**src/rtl/rvfi_pkg.sv**
```systemverilog
// Shared RVFI retirement record and helpers for the commit serializer.
// Lane records are sanitised on entry; halt is detected on the emitted record.
package rvfi_pkg;

  typedef struct packed {
    logic [31:0] inst;
    logic [31:0] pc_rdata;
    logic [31:0] pc_wdata;
    logic [4:0]  rs1_addr;
    logic [4:0]  rs2_addr;
    logic [31:0] rs1_rdata;
    logic [31:0] rs2_rdata;
    logic [4:0]  rd_addr;
    logic [31:0] rd_wdata;
    logic        load_regfile;
    logic [31:0] mem_addr;
    logic [3:0]  mem_rmask;
    logic [3:0]  mem_wmask;
    logic [31:0] mem_rdata;
    logic [31:0] mem_wdata;
  } rvfi_word_t;

  localparam logic [31:0] HALT_INST = 32'h0000006f;

  // x0 never holds a value, so a write to it must not look like one
  function automatic rvfi_word_t sanitize_word(input rvfi_word_t w);
    rvfi_word_t r;
    r = w;
    if (w.rd_addr == 5'd0) begin
      r.rd_wdata     = 32'h0000_0000;
      r.load_regfile = 1'b0;
    end else begin
      r.rd_wdata     = w.rd_wdata;
      r.load_regfile = w.load_regfile;
    end
    return r;
  endfunction

  function automatic logic is_halt(input rvfi_word_t w);
    return (w.inst == HALT_INST) && (w.pc_rdata == w.pc_wdata);
  endfunction

endpackage

```
**src/rtl/rvfi_compact_fifo.sv**
```systemverilog
// Multi-write, single-read circular buffer; valid lanes are packed into
// consecutive slots in ascending lane order.
module rvfi_compact_fifo
  import rvfi_pkg::*;
#(
  parameter int LANES = 2,
  parameter int DEPTH = 8
) (
  input  logic                       clk,
  input  logic                       rst,
  input  logic                       push_en,
  input  logic [LANES-1:0]           push_valid,
  input  rvfi_word_t [LANES-1:0]     push_word,
  input  logic                       pop_en,
  output rvfi_word_t                 head_word,
  output logic [$clog2(DEPTH):0]     count
);

  localparam int PW = $clog2(DEPTH);
  localparam logic [PW:0] ONE_C = (PW+1)'(1);

  logic [PW-1:0] wr_ptr_r;
  logic [PW-1:0] rd_ptr_r;
  logic [PW:0]   count_r;
  rvfi_word_t    mem_r [DEPTH];
  logic [PW-1:0] lane_slot_s [LANES];
  logic [PW:0]   push_cnt_s;
  logic          pop_s;

  // Each valid lane lands just after all lower-numbered valid lanes
  always_comb begin
    push_cnt_s = '0;
    for (int i = 0; i < LANES; i++) begin
      lane_slot_s[i] = wr_ptr_r + push_cnt_s[PW-1:0];
      if (push_en && push_valid[i]) begin
        push_cnt_s = push_cnt_s + ONE_C;
      end else begin
        push_cnt_s = push_cnt_s;
      end
    end
    pop_s = pop_en && (count_r != '0);
  end

  // Pointer and occupancy update; pointers wrap naturally at DEPTH
  always_ff @(posedge clk) begin
    if (rst) begin
      wr_ptr_r <= '0;
      rd_ptr_r <= '0;
      count_r  <= '0;
    end else begin
      wr_ptr_r <= wr_ptr_r + push_cnt_s[PW-1:0];
      rd_ptr_r <= rd_ptr_r + PW'(pop_s);
      count_r  <= count_r + push_cnt_s - (PW+1)'(pop_s);
    end
  end

  // Storage is not reset: only slots between the pointers are ever read
  always_ff @(posedge clk) begin
    for (int i = 0; i < LANES; i++) begin
      if (push_en && push_valid[i]) begin
        mem_r[lane_slot_s[i]] <= push_word[i];
      end
    end
  end

  assign head_word = mem_r[rd_ptr_r];
  assign count     = count_r;

endmodule

```
**src/rtl/rvfi_commit_serializer.sv**
```systemverilog
// Serialises multi-wide ROB retirement into a single-commit RVFI stream with
// order numbering, x0 sanitising, halt detection and overflow flagging.
module rvfi_commit_serializer
  import rvfi_pkg::*;
#(
  parameter int COMMIT_WIDTH = 2,
  parameter int DEPTH        = 8,
  parameter int ORDER_W      = 64
) (
  input  logic                          clk,
  input  logic                          rst,
  input  logic [COMMIT_WIDTH-1:0]       commit_valid,
  input  rvfi_word_t [COMMIT_WIDTH-1:0] commit_word,
  output logic                          commit_ready,
  output logic                          rvfi_commit,
  output logic [ORDER_W-1:0]            rvfi_order,
  output rvfi_word_t                    rvfi_word,
  output logic                          rvfi_halt,
  output logic                          overflow_err
);

  localparam int CNT_W = $clog2(DEPTH) + 1;
  localparam logic [CNT_W-1:0] DEPTH_C = CNT_W'(DEPTH);
  localparam logic [CNT_W-1:0] WIDTH_C = CNT_W'(COMMIT_WIDTH);

  logic [CNT_W-1:0]              count_s;
  rvfi_word_t                    head_s;
  rvfi_word_t [COMMIT_WIDTH-1:0] clean_word_s;
  logic                          ready_s;
  logic                          push_en_s;
  logic                          pop_s;
  logic                          any_valid_s;

  logic [ORDER_W-1:0] order_cnt_r;
  logic               rvfi_commit_r;
  logic [ORDER_W-1:0] rvfi_order_r;
  rvfi_word_t         rvfi_word_r;
  logic               halt_r;
  logic               err_r;

  // Ready depends only on registered occupancy; a halted tracer drops pushes
  always_comb begin
    any_valid_s = |commit_valid;
    ready_s     = (DEPTH_C - count_s) >= WIDTH_C;
    push_en_s   = ready_s && !halt_r;
    pop_s       = (count_s != '0) && !halt_r;
    for (int i = 0; i < COMMIT_WIDTH; i++) begin
      clean_word_s[i] = sanitize_word(commit_word[i]);
    end
  end

  rvfi_compact_fifo #(
    .LANES (COMMIT_WIDTH),
    .DEPTH (DEPTH)
  ) u_fifo (
    .clk        (clk),
    .rst        (rst),
    .push_en    (push_en_s),
    .push_valid (commit_valid),
    .push_word  (clean_word_s),
    .pop_en     (pop_s),
    .head_word  (head_s),
    .count      (count_s)
  );

  // Registered RVFI outputs, order counter and sticky halt/error flags
  always_ff @(posedge clk) begin
    if (rst) begin
      order_cnt_r   <= '0;
      rvfi_commit_r <= 1'b0;
      rvfi_order_r  <= '0;
      rvfi_word_r   <= '0;
      halt_r        <= 1'b0;
      err_r         <= 1'b0;
    end else begin
      rvfi_commit_r <= pop_s;
      if (pop_s) begin
        rvfi_word_r  <= head_s;
        rvfi_order_r <= order_cnt_r;
        order_cnt_r  <= order_cnt_r + ORDER_W'(1);
        if (is_halt(head_s)) begin
          halt_r <= 1'b1;
        end
      end
      if (!halt_r && !ready_s && any_valid_s) begin
        err_r <= 1'b1;
      end
    end
  end

  assign commit_ready = ready_s;
  assign rvfi_commit  = rvfi_commit_r;
  assign rvfi_order   = rvfi_order_r;
  assign rvfi_word    = rvfi_word_r;
  assign rvfi_halt    = halt_r;
  assign overflow_err = err_r;

endmodule

```
**config.mk**
```make
export PLATFORM = sky130hd
export DESIGN_NAME = rvfi_commit_serializer
export DESIGN_NICKNAME = d
export VERILOG_FILES = /design/src/rtl/rvfi_pkg.sv /design/src/rtl/rvfi_compact_fifo.sv /design/src/rtl/rvfi_commit_serializer.sv
export SDC_FILE = /design/constraint.sdc
export NUM_CORES = 2
export LEC_CHECK = 0
export BUFFER_PORTS_ARGS = -buffer_cell sky130_fd_sc_hd__buf_2
export CAP_MARGIN = 10
export CORE_MARGIN = 3
export CORE_UTILIZATION = 55
export DETAILED_ROUTE_END_ITERATION = 10
export PLACE_DENSITY = 0.77
export SLEW_MARGIN = 10
export SYNTH_ARGS = -nofsm -noshare
export SYNTH_HDL_FRONTEND = slang
export SYNTH_SLANG_ARGS = --single-unit
```
**constraint.sdc**
```tcl
create_clock -name clk -period 30.8 [get_ports clk]
set_input_delay 6.16 -clock clk [delete_from_list [all_inputs] [get_ports clk]]
set_output_delay 6.16 -clock clk [all_outputs]
set_load 0.02 [all_outputs]
```
# Yosys cells after proc, flatten, opt, wreduce, memory -nomap -nowiden

Memories as Yosys holds them, arrays and structs flattened. A register that Yosys moved wholly into a read port is not among the register bits.
Index checks and enable logic that the tools add are counted.

Memories kept: 1
Logic and storage cells: 59
Memory bits (writable): 2,496
Register bits: 453

$add $sub $neg: 8
Mux-type cells: 9
Reduce and logical (&&, ||, !) cells: 15
Eq/ne operators: 2
Order comparisons: 1

Memories:

| memory       | depth | bits a word | rd ports | clocked after memory_dff | wr ports | line                    | source |
|---|---|---|---|---|---|---|---|
| u_fifo.mem_r | 8     | 312         | 1        | 1                        | 2        | rvfi_compact_fifo.sv:25 | `rvfi_word_t mem_r [DEPTH];` |

Operator list:

| operator                                                                             | number |
|---|---|
| 33-bit two-way mux                                                                   | 2 |
| 64-bit by 1-bit adder with 64-bit output (second input constant)                     | 1 |
| 32-bit equality test                                                                 | 1 |
| 32-bit by 7-bit equality test with 1-bit output (second input constant)              | 1 |
| 5-bit logical NOT                                                                    | 2 |
| 1-bit logical AND                                                                    | 8 |
| 3-bit by 1-bit adder with 3-bit output                                               | 2 |
| 1-bit two-way mux                                                                    | 5 |
| 4-bit adder                                                                          | 1 |
| 4-bit by 2-bit greater-or-equal comparator with 1-bit output (second input constant) | 1 |
| 4-bit two-way mux                                                                    | 1 |
| 4-bit nonzero test                                                                   | 1 |
| 4-bit by 1-bit subtractor with 4-bit output                                          | 1 |
| 4-bit subtractor (first input constant)                                              | 1 |
| 3-bit adder                                                                          | 1 |
| 3-bit two-way mux                                                                    | 1 |
| 1-bit by 1-bit adder with 2-bit output (second input constant)                       | 1 |
| 1-bit logical NOT                                                                    | 2 |
| 2-bit AND reduction                                                                  | 1 |
| 2-bit OR reduction                                                                   | 1 |

# Logic depth before layout (Yosys ltp)

Depth in word-level cells: 9
Depth in mapped cells: 17
Gate-level depth less buffers: 16

# Cells and area by module

A second synthesis with hierarchy kept.

Cell total of the unflattened synthesis: 8,640
Area, all modules: 140,432.2 um^2

Modules (own cells, without submodules):

| module                 | area each (um^2) | instances | cells each |
|---|---|---|---|
| rvfi_compact_fifo      | 123,509.7        | 1         | 6,466 |
| rvfi_commit_serializer | 16,922.5         | 1         | 2,174 |

# Worst setup path after synthesis

OpenSTA, ideal clock, no wires.

Path kind: input to register
From: input port commit_valid[0]
To: memory u_fifo.mem_r[0][0] (netlist bit) (enable)
Arrival: 29.311 ns
Required time: 29.357 ns
Path slack: 0.045 ns
Library setup time: 1.443 ns
Stages: 3
Cell sequence: nor3b_1 -> nand2b_1 -> o31ai_1

RTL lines:

| item               | line                         | source |
|---|---|---|
| start: declaration | rvfi_commit_serializer.sv:12 | `input logic [COMMIT_WIDTH-1:0] commit_valid,` |
| end: declaration   | rvfi_compact_fifo.sv:25      |  |

==> impl_metrics.yaml <==
status:
  outcome: "finished, final reports clean"
global_route:
  first_global_vias: 88400
  grt_max_degree: 137
  grt_pass1_wl_microns: 600000
  grt_antenna_before_repair: 227
  grt-ovfl-total: 0
  grt_usage_pct: 30.4
routing:
  drt-wirelength-per-cell_microns: 30.5
  drt_iter0_markers: 9918
  dr.pass1.iters: 6
  drc_errors: 0
  drt-total-wl_microns: 410000
  antenna_left: 0
  vias: 87200
  vias_per_cell: 6.49
floorplan:
  coreArea_sq_um: 256000
  fp.dieW_microns: 514
  core.rowCount: 185
  dieHeight_microns: 514
  initial_core_util_pct: 55.6
  io_pins: 1008
  dieArea_sq_um: 265000
worst_hold_path:
  holdPathStages: 2
  min_path_type: "reg -> reg"
critical_path:
  slowest_delay_ps: 980
  timing.rr.end: "u_fifo.mem_r[1][149]$_DFFE_PP_"
  critPathRequiredTime_ps: 31460
  worstReg2RegStart: "u_fifo.count[0]$_SDFF_PP0_"
  criticalPathCategory: "in -> reg"
  cp_common_cell: "buf_4"
  reg2reg_slack_ps: 23860
  path_delay_family: "buffers and inverters"
  crit_cells: 10
  cp_data_arrival_time_ps: 11990
  r2r_cells: 14
  worst_setup_path_end_kind: "flip-flop"
  endpoint: "u_fifo.mem_r[1][149]$_DFFE_PP_"
  cpMaxStageDelayCell: "or3_4"
  startpoint_type: "input port"
  cp-startpoint: "commit_valid[0]"
  path_buf_inv: 4
  worstPathMaxFanout: 57
  path_cells: "buf_2 > nor3b_1 > ha_1 > ha_1 > xor2_1 > or3_4 > buf_4 > buf_4 > buf_4 > mux2_2"
synth:
  synth_seq_cells: 2949
  syn_area_sq_um: 142000
  ys_warn_count: 0
  yosys.area.top_type: "edfxtp_1"
  syn_avg_cell_area_sq_um: 16.0
  synth_edf_count: 2496
  synth-seq-area-share_pct: 59.1
  yosys_most_used_dff: "edfxtp_1"
  netlist.area_leader.share_pct: 52.7
  synth_area_leaders: "edfxtp_1 53%, mux2_2 12%, mux4_2 9.1%, mux2_4 6.7%, dfxtp_1 6.4%"
  netlist_instances: 8904
  ys_types: 58
  synthesis.nets: 9550
  ys_async_sr_fraction_pct: 0
final_layout:
  syn_to_final_growth_pct: 12.3
  layout-drive-gt1-share_pct: 44.4
  fin_area_sq_um: 160000
  finalNetCount: 10300
clock_network:
  cts_hold_buf: 0
  cts_root_buffer: "clkbuf_16"
  clock_latency_ps: 970
  cts_inserted_buffers: 323
  cts_num_sinks: 2949
  clk_pin_slew_ps: 60
  cts_setup_buffers: 0
  cts_resized: 0
  cts_tree: "yes"
  cts_htree_levels: 5
  clockBufferDepth: 4
sta:
  rsz0062_at_grt: "false"
  relSlewSlack_pct: 8.72
  slew_viol_final: 0
  fin_setup_tns_ps: 0
  layout_worst_path_cycle_share_pct: 36.8
  worstMarginPinSlew_ps: 1370
  final_hold_viol_count: 0
  clock_skew_ps: 84.2
  max_freq_ghz: 0.0882
  setup_viol: 0
  period_needed_ps: 11330
job:
  cap_violations: 0
placed_design:
  portBuffers: 1007
  dp_hpwl_microns: 233000
  postPlaceCellArea_sq_um: 149000
  gp_congestion: 0.832
pwr:
  vdd_drop_max_uv: 173
  power.density_nw_per_um2: 95.7
  p_leak_nw: 58.1
[Yosys cell counts (93+ instances only)]
cell	count
edfxtp_1	2496
mux2_2	1575
nand2_1	820
mux2_4	636
mux4_2	577
dfxtp_1	453
nor2_1	377
buf_2	325
o21ai_0	272
clkbuf_1	222
mux2i_1	205
a311oi_1	149
a211oi_1	132
a21oi_1	121
buf_6	93
[flip-flops by register name (all words and copies together) (netlist names), 3 cells and up]
register and count:
u_fifo.count 4, u_fifo.wr_ptr_r 3, rvfi_word 312, u_fifo.mem_r 2496, order_cnt_r 64, u_fifo.rd_ptr_r 3, rvfi_order 64
[how the worst min path moves through the flow]
stage                                 start                           to
6_report        rvfi_order[27]$_SDFFE_PP0P_  rvfi_order[27]$_SDFFE_PP0P_
2_1_floorplan  order_cnt_r[63]$_SDFFE_PP0P_  rvfi_order[63]$_SDFFE_PP0P_
4_1_cts         rvfi_order[27]$_SDFFE_PP0P_  rvfi_order[27]$_SDFFE_PP0P_
3_5_place_dp    rvfi_word[281]$_SDFFE_PP0P_  rvfi_word[281]$_SDFFE_PP0P_
5_1_grt         rvfi_order[59]$_SDFFE_PP0P_  rvfi_order[59]$_SDFFE_PP0P_
3_3_place_gp    rvfi_order[59]$_SDFFE_PP0P_  rvfi_order[59]$_SDFFE_PP0P_
[tightest hold or removal path: cells and delay by family, from the launching register on]
family	cells	cell delay, ps
compound gates	1	50
flops	1	310
simple gates	1	50
[layout make-up]
type                    instances  area [sq um]
diodes                        143           358
clock buffers                 467          9120
clock inverters               105          1130
fillers                     18300         96000
inverters                      28           120
multi-input cells            5237         54200
flip-flops and latches       2949         84000
well taps                    3366          4210
repair buffers               1142          6350
[layer usage]
metal  vias to the layer above  track usage, %  part of all wire, %
li1                      36400               -                    -
met1                     45000            40.3                   38
met2                      4776            48.1                   48
met3                       922            7.92                   11
met4                       122            12.2                  3.8
met5                         -               0                 0.19
[kinds of logic (layout without fill, tap and decap cells)]
logic type	after synthesis	after routing	share of synthesized area (%)
xor+xnor	81	81	0.499
mux	3021	3021	30.1
other cells	0	143	0
flops	2949	2949	59.1
compound gates	746	746	3.38
buf+inv	718	1742	2.83
fa+ha+maj	18	18	0.169
simple gates	1371	1371	3.92
[through the flow]
step	std cells	hold slack, ps	total power, mW	utilization (%)	setup WS (ps)
after floorplan	8904	437	10.6	-	45.3
after global placement	12700	442	11.3	58.3	18790
after detailed placement	12700	443	11.5	58.3	18640
after CTS	13300	455	15.3	62.3	19630
after global routing	13400	474	15.8	62.4	19410
final	13400	453	15.3	62.4	19470
[layout by cell type, fill, tap and decap left out, types with 41 or more instances in the layout]
cell,count
edfxtp_1,2496
mux2_2,1575
mux2i_1,205
a211oi_1,132
o21ai_0,266
mux2_4,636
nor2_1,376
diode_2,143
nand2_1,818
xor2_1,56
mux4_2,577
dfxtp_1,450
clkbuf_16,328
buf_4,112
clkinv_2,41
buf_2,1006
a311oi_1,149
clkbuf_1,100
a21oi_1,121
[report_power, final]
part | switching, mW | leakage [nW] | internal (mW)
logic | 3.29 | 26.6 | 2.19
registers | 0.361 | 26.6 | 5.63
clock network | 1.58 | 5.01 | 2.23
(Power assumes the default switching activity.)
